$ cat src/rtl/lifo_stack_if.sv
// lifo_stack_if: push/pop request and status bundle for lifo_stack
interface lifo_stack_if #(
  parameter int WIDTH = 8,
  parameter int DEPTH = 16
);
  localparam int CW = $clog2(DEPTH + 1);
  logic             we;
  logic             re;
  logic [WIDTH-1:0] data_in;
  logic [WIDTH-1:0] data_out;
  logic             full;
  logic             empty;
  logic             almost_full;
  logic [CW-1:0]    count;
  logic             overflow;
  logic             underflow;
  modport master (
    output we, re, data_in,
    input  data_out, full, empty, almost_full, count, overflow, underflow
  );
  modport slave (
    input  we, re, data_in,
    output data_out, full, empty, almost_full, count, overflow, underflow
  );
endinterface

$ cat src/rtl/lifo_stack.sv
// lifo_stack: parametrised synchronous LIFO with occupancy, almost-full, error pulses and replace-top
module lifo_stack #(
  parameter int WIDTH    = 8,
  parameter int DEPTH    = 16,
  parameter int AF_LEVEL = DEPTH - 2
) (
  input logic         clk,
  input logic         rst,
  lifo_stack_if.slave bus
);
  localparam int CW = $clog2(DEPTH + 1);
  localparam int AW = (DEPTH > 1) ? $clog2(DEPTH) : 1;
  logic [WIDTH-1:0] mem [DEPTH];
  logic [CW-1:0]    cnt;
  logic [WIDTH-1:0] dout;
  logic             ovf;
  logic             udf;
  logic [AW-1:0]    wr_idx;
  logic [AW-1:0]    top_idx;
  logic             full;
  logic             empty;
  logic             push;
  logic             pop;
  logic             both;
  always_comb begin
    full    = cnt == CW'(DEPTH);
    empty   = cnt == '0;
    push    = bus.we && !bus.re;
    pop     = bus.re && !bus.we;
    both    = bus.we && bus.re;
    wr_idx  = AW'(cnt);
    top_idx = AW'(cnt - 1'b1);
  end
  // wr_idx is out of range only when full, and pushes are blocked then
  always_ff @(posedge clk) begin
    if (!rst && push && !full) mem[wr_idx] <= bus.data_in;
    if (!rst && both && !empty) mem[top_idx] <= bus.data_in;
  end
  always_ff @(posedge clk) begin
    if (rst) begin
      cnt  <= '0;
      dout <= '0;
      ovf  <= 1'b0;
      udf  <= 1'b0;
    end else begin
      ovf <= push && full;
      udf <= pop && empty;
      if (push && !full) cnt <= cnt + 1'b1;
      if (pop && !empty) begin
        dout <= mem[top_idx];
        cnt  <= cnt - 1'b1;
      end
      if (both) dout <= empty ? bus.data_in : mem[top_idx];
    end
  end
  assign bus.data_out    = dout;
  assign bus.count       = cnt;
  assign bus.full        = full;
  assign bus.empty       = empty;
  assign bus.almost_full = cnt >= CW'(AF_LEVEL);
  assign bus.overflow    = ovf;
  assign bus.underflow   = udf;
endmodule
$ cat src/flat_wrapper.sv
// flat-port wrapper written by rule: the top's interface ports become plain ports
module lifo_stack_flat 
#(
  parameter int WIDTH    = 8,
  parameter int DEPTH    = 16,
  parameter int AF_LEVEL = DEPTH - 2
)
  (clk, rst, bus_we, bus_re, bus_data_in, bus_data_out, bus_full, bus_empty, bus_almost_full, bus_count, bus_overflow, bus_underflow);
  lifo_stack_if #(.WIDTH(WIDTH), .DEPTH(DEPTH)) bus_i ();
  input logic clk;
  input logic rst;
  input wire logic [$bits(bus_i.we)-1:0] bus_we;
  input wire logic [$bits(bus_i.re)-1:0] bus_re;
  input wire logic [$bits(bus_i.data_in)-1:0] bus_data_in;
  output wire logic [$bits(bus_i.data_out)-1:0] bus_data_out;
  output wire logic [$bits(bus_i.full)-1:0] bus_full;
  output wire logic [$bits(bus_i.empty)-1:0] bus_empty;
  output wire logic [$bits(bus_i.almost_full)-1:0] bus_almost_full;
  output wire logic [$bits(bus_i.count)-1:0] bus_count;
  output wire logic [$bits(bus_i.overflow)-1:0] bus_overflow;
  output wire logic [$bits(bus_i.underflow)-1:0] bus_underflow;
  assign bus_i.we = bus_we;
  assign bus_i.re = bus_re;
  assign bus_i.data_in = bus_data_in;
  assign bus_data_out = bus_i.data_out;
  assign bus_full = bus_i.full;
  assign bus_empty = bus_i.empty;
  assign bus_almost_full = bus_i.almost_full;
  assign bus_count = bus_i.count;
  assign bus_overflow = bus_i.overflow;
  assign bus_underflow = bus_i.underflow;
  lifo_stack #(.WIDTH(WIDTH), .DEPTH(DEPTH), .AF_LEVEL(AF_LEVEL)) u_core (.clk(clk), .rst(rst), .bus(bus_i));
endmodule
$ cat config.mk
export PLATFORM = sky130hd
export DESIGN_NAME = lifo_stack_flat
export DESIGN_NICKNAME = d
export VERILOG_FILES = /design/src/rtl/lifo_stack_if.sv /design/src/rtl/lifo_stack.sv /design/src/flat_wrapper.sv
export SDC_FILE = /design/constraint.sdc
export NUM_CORES = 1
export LEC_CHECK = 0
export CAP_MARGIN = 10
export CORE_ASPECT_RATIO = 1.1
export CORE_MARGIN = 5
export CORE_UTILIZATION = 60
export DETAILED_ROUTE_END_ITERATION = 8
export GPL_ROUTABILITY_DRIVEN = 0
export GPL_TIMING_DRIVEN = 0
export PLACE_DENSITY = 0.8
export SLEW_MARGIN = 20
export SYNTH_ARGS = -nofsm -noshare
export SYNTH_HDL_FRONTEND = slang
export SYNTH_SLANG_ARGS = --single-unit
$ cat constraint.sdc
create_clock -name clk -period 4.5 [get_ports clk]
set_clock_uncertainty 0.1 [all_clocks]
set_input_delay 1.125 -clock clk [delete_from_list [all_inputs] [get_ports clk]]
set_output_delay 1.125 -clock clk [all_outputs]
set_load 0.03 [all_outputs]
==> metrics.md <==
| Metric | Value |
|---|---|
| Die W | roughly 110 um |
| CP max FO | 10 |
| Synthesized instance count | between 300 and 400 |
| TritonCTS buffer count | 17 |
| Total gr overflow | 0 |
| Largest area contributor in the synthesized netlist | edfxtp_1 |
| Comb power frac | 27.0% |
| Setup violations, final | 0 |
| Iteration-0 DRC Markers | around 460 |
| Static Leak | between 0.002 and 0.0025 uW |
| Antenna cell count | 0 |
| Top-area cell type share of the netlist area | 63.4% |
| Pin count of the biggest net entering global routing | 18 |
| Min-delay worst type | flip-flop to flip-flop |
| WS Path Type | flip-flop to output port |
| Worst R2R Setup Slack | roughly 670 ps |
| Worst-Margin Slew | between 900 and 1000 ps |
| Vias/cell | 6.86 |
| Net Sw Power | approximately 1200 uW |
| Nets | roughly 410 |
| Distinct cell type count after synthesis | 57 |
| Slew Limit Headroom | 38.4% |
| Cts hold-fix bufs | 0 |
| Hold_sp | u_core.bus.data_out[6]$_SDFFE_PP0P_ |
| CTS H-tree lvls | 4 |
| Layout cells sized above 1 | 25.2% |
| Cell Count, Final, Fillers Out | 529 |
| Routed WL per cell | 25.5 um |
| Worst EP required | 3270 ps |
| Mapped Area | between 6000 and 7000 sq um |
| CORE AREA | 9890 sq um |
| # fillers | 599 |
| Sequential area share after synthesis | between 60% and 70% |
| Slew Limit Fails | 0 |
| Post-CTS Setup Bufs | 0 |
| Detailed-route via count | 3631 |
| Die Y | 115 um |
| Reg2Reg Depth | 9 |
| Min Tclk post-route | 4370 ps |
| Setup TNS | 0 ps |
| Clk pwr share | ~36% |
| Synth top area cells | edfxtp_1 63%, mux4_2 12%, dfxtp_1 5.0%, mux2_2 1.9%, nor2_1 1.2% |
| Std-Cell Rows | 38 |
| Critical Path Start Type | flip-flop |
| Sw frac | 29.3% |
| Pwr dens | just under 600 nW/um^2 |
| CTS Sinks | between 100 and 150 |
| Syn Area/Cell | about 17 sq um |
| Final Hold Fails | 0 |
| Post-synth EDFFs | ~130 |
| Post-Syn Nets | 365 |
| FF+latch count, synth | between 100 and 150 |
| Yosys Warn Count | 0 |
| Max rail drop VDD | between 0.0003 and 0.0004 V |
| CP endpoint | bus_empty |
| Worst R2R Start | u_core.bus.count[0]$_SDFFE_PP0P_ |
| First-pass GRT wire length | about 21000 um |
| Die Area | approximately 12000 sq um |
| Clk slew on worst S/H paths | approximately 60 ps |
| DRC viols | 0 |
| Worst hold slack | approximately 520 ps |
| Vias in the first global route | between 3000 and 4000 |
| Total GRT Usage | 24.1% |
| Int Pwr | around 3000 uW |
| Outcome | complete, no violations |
| # resized after CTS | 0 |
| Commonest non-fill, non-tap cell in the layout | edfxtp_1 |
| Initial Util | 61.3% |
| Synth Flop Type | edfxtp_1 |
| I/O pin count | 30 |
| Cell count after placement | 498 |
| Reg2reg end | u_core.mem[1][4]$_DFFE_PP_ |
| Most frequent cells in the layout | 128 x edfxtp_1, 32 x mux4_2, 29 x clkdlybuf4s50_1 |
| Tot Pwr | about 4100 uW |
| Crit. Startpoint | u_core.bus.count[0]$_SDFFE_PP0P_ |
| CTS tree | yes |
| CP Capture Type | output port |
| Share of flip-flops with an asynchronous set or reset | 0% |
| Sequential power share | a little under two fifths |
| Clk Latency, worst-skew pair | roughly 530 ps |
| Initial antenna violation count | 0 |
| RSZ-0062 raised after global routing | no |
| Period utilization | 97.0% |
| Max Cap Viol | 0 |
| Root buffer cell | clkbuf_8 |
| Fmax | 229 MHz |
| Final ANT Viol Nets | 0 |
| WL final | between 10000 and 15000 um |
| Port buffer count | 29 |
| Area delta synth->final | 17.7% |
| Clk buf depth | 2 |
| Pre-Repair DR Iteration Count | 6 |
| CP arrival | approximately 3100 ps |
| DP Wirelength | 8290 um |
## power groups by stage
| stage | combinational (uW) | clock, uW | sequential, uW |
|---|---|---|---|
| floorplan | 694 | 0 | 1620 |
| global placement | 1060 | 0 | 1570 |
| detailed placement | 1080 | 0 | 1570 |
| CTS | 1090 | 1480 | 1540 |
| global route | 1170 | 1540 | 1550 |
| finish | 1120 | 1470 | 1550 |
## synthesized netlist by cell type (all sizes together), types with 3 or more instances
library cell	n
a21oi	10
a222oi	7
a22oi	3
a31oi	5
buf	10
clkbuf	8
dfxtp	15
edfxtp	128
ha	4
inv	6
mux2	10
mux4	32
nand2	14
nand2b	4
nand3	6
nor2	20
nor2b	3
nor3	11
o221ai	8
o31ai	3
or2	8
## layer usage
metal | vias to the layer above | share of wire [%] | track usage [%]
met5 | - | 0 | 0
met4 | 0 | 3.3 | 9.24
met3 | 45 | 8.2 | 6.07
met2 | 217 | 48 | 37.6
met1 | 1846 | 41 | 33.5
li1 | 1523 | - | -
## cells by family (layout without fill, tap and decap cells)
group | count (synthesis) | in the layout | synth area share [%]
multiplexers | 43 | 43 | 13.9
AO/OA/AOI/OAI | 49 | 49 | 6.75
buffers and inverters | 24 | 84 | 1.98
AND/OR/NAND/NOR | 83 | 83 | 7.53
flip-flops | 143 | 143 | 68.3
adder cells (fa/ha/maj) | 4 | 4 | 0.825
XOR/XNOR | 3 | 3 | 0.681
## registers in the layout, indices dropped and copies added (netlist names)
signal and cells:
u_core.mem 128, u_core.bus.data_out 8, u_core.bus.count 5, u_core.bus.overflow 1
u_core.bus.underflow 1
## area by class of cell
class | instances | area (sq um) | area share (%)
multi-input cells | 182 | 1820 | 25.4
clock buffers | 21 | 429 | 6.01
clock inverters | 10 | 188 | 2.63
repair buffers | 29 | 290 | 4.07
flip-flops and latches | 143 | 4140 | 58.1
plain buffers | 18 | 97.6 | 1.37
inverters | 6 | 22.5 | 0.316
well taps | 120 | 150 | 2.10
## critical path: stages (launching register included)
cell and delay, ps:
dfxtp_1 330, buf_6 140, buf_2 200, inv_1 230
ha_1 200, or4b_1 420, buf_2 200, inv_2 170
clkdlybuf4s50_1 700
## metrics by stage
stage	worst slack (ps)	instance area [sq um]	util (%)
final	135	7140	72.2
after floorplan	1150	6060	-
after CTS	140	7140	72.2
after global placement	170	6500	65.8
after detailed placement	453	6520	65.9
after global routing	11.1	7140	72.2
## how the worst min path moves through the flow
stage,endpoint,slack [ps],cells after the start
after floorplan,u_core.bus.count[4]$_SDFFE_PP0P_,600,2
after global placement,u_core.bus.data_out[6]$_SDFFE_PP0P_,480,2
after detailed placement,u_core.bus.data_out[2]$_SDFFE_PP0P_,500,2
after CTS,u_core.bus.data_out[6]$_SDFFE_PP0P_,510,2
after global routing,u_core.bus.data_out[6]$_SDFFE_PP0P_,540,2
final,u_core.bus.data_out[6]$_SDFFE_PP0P_,520,2
Power figures use the tool's default switching activity.
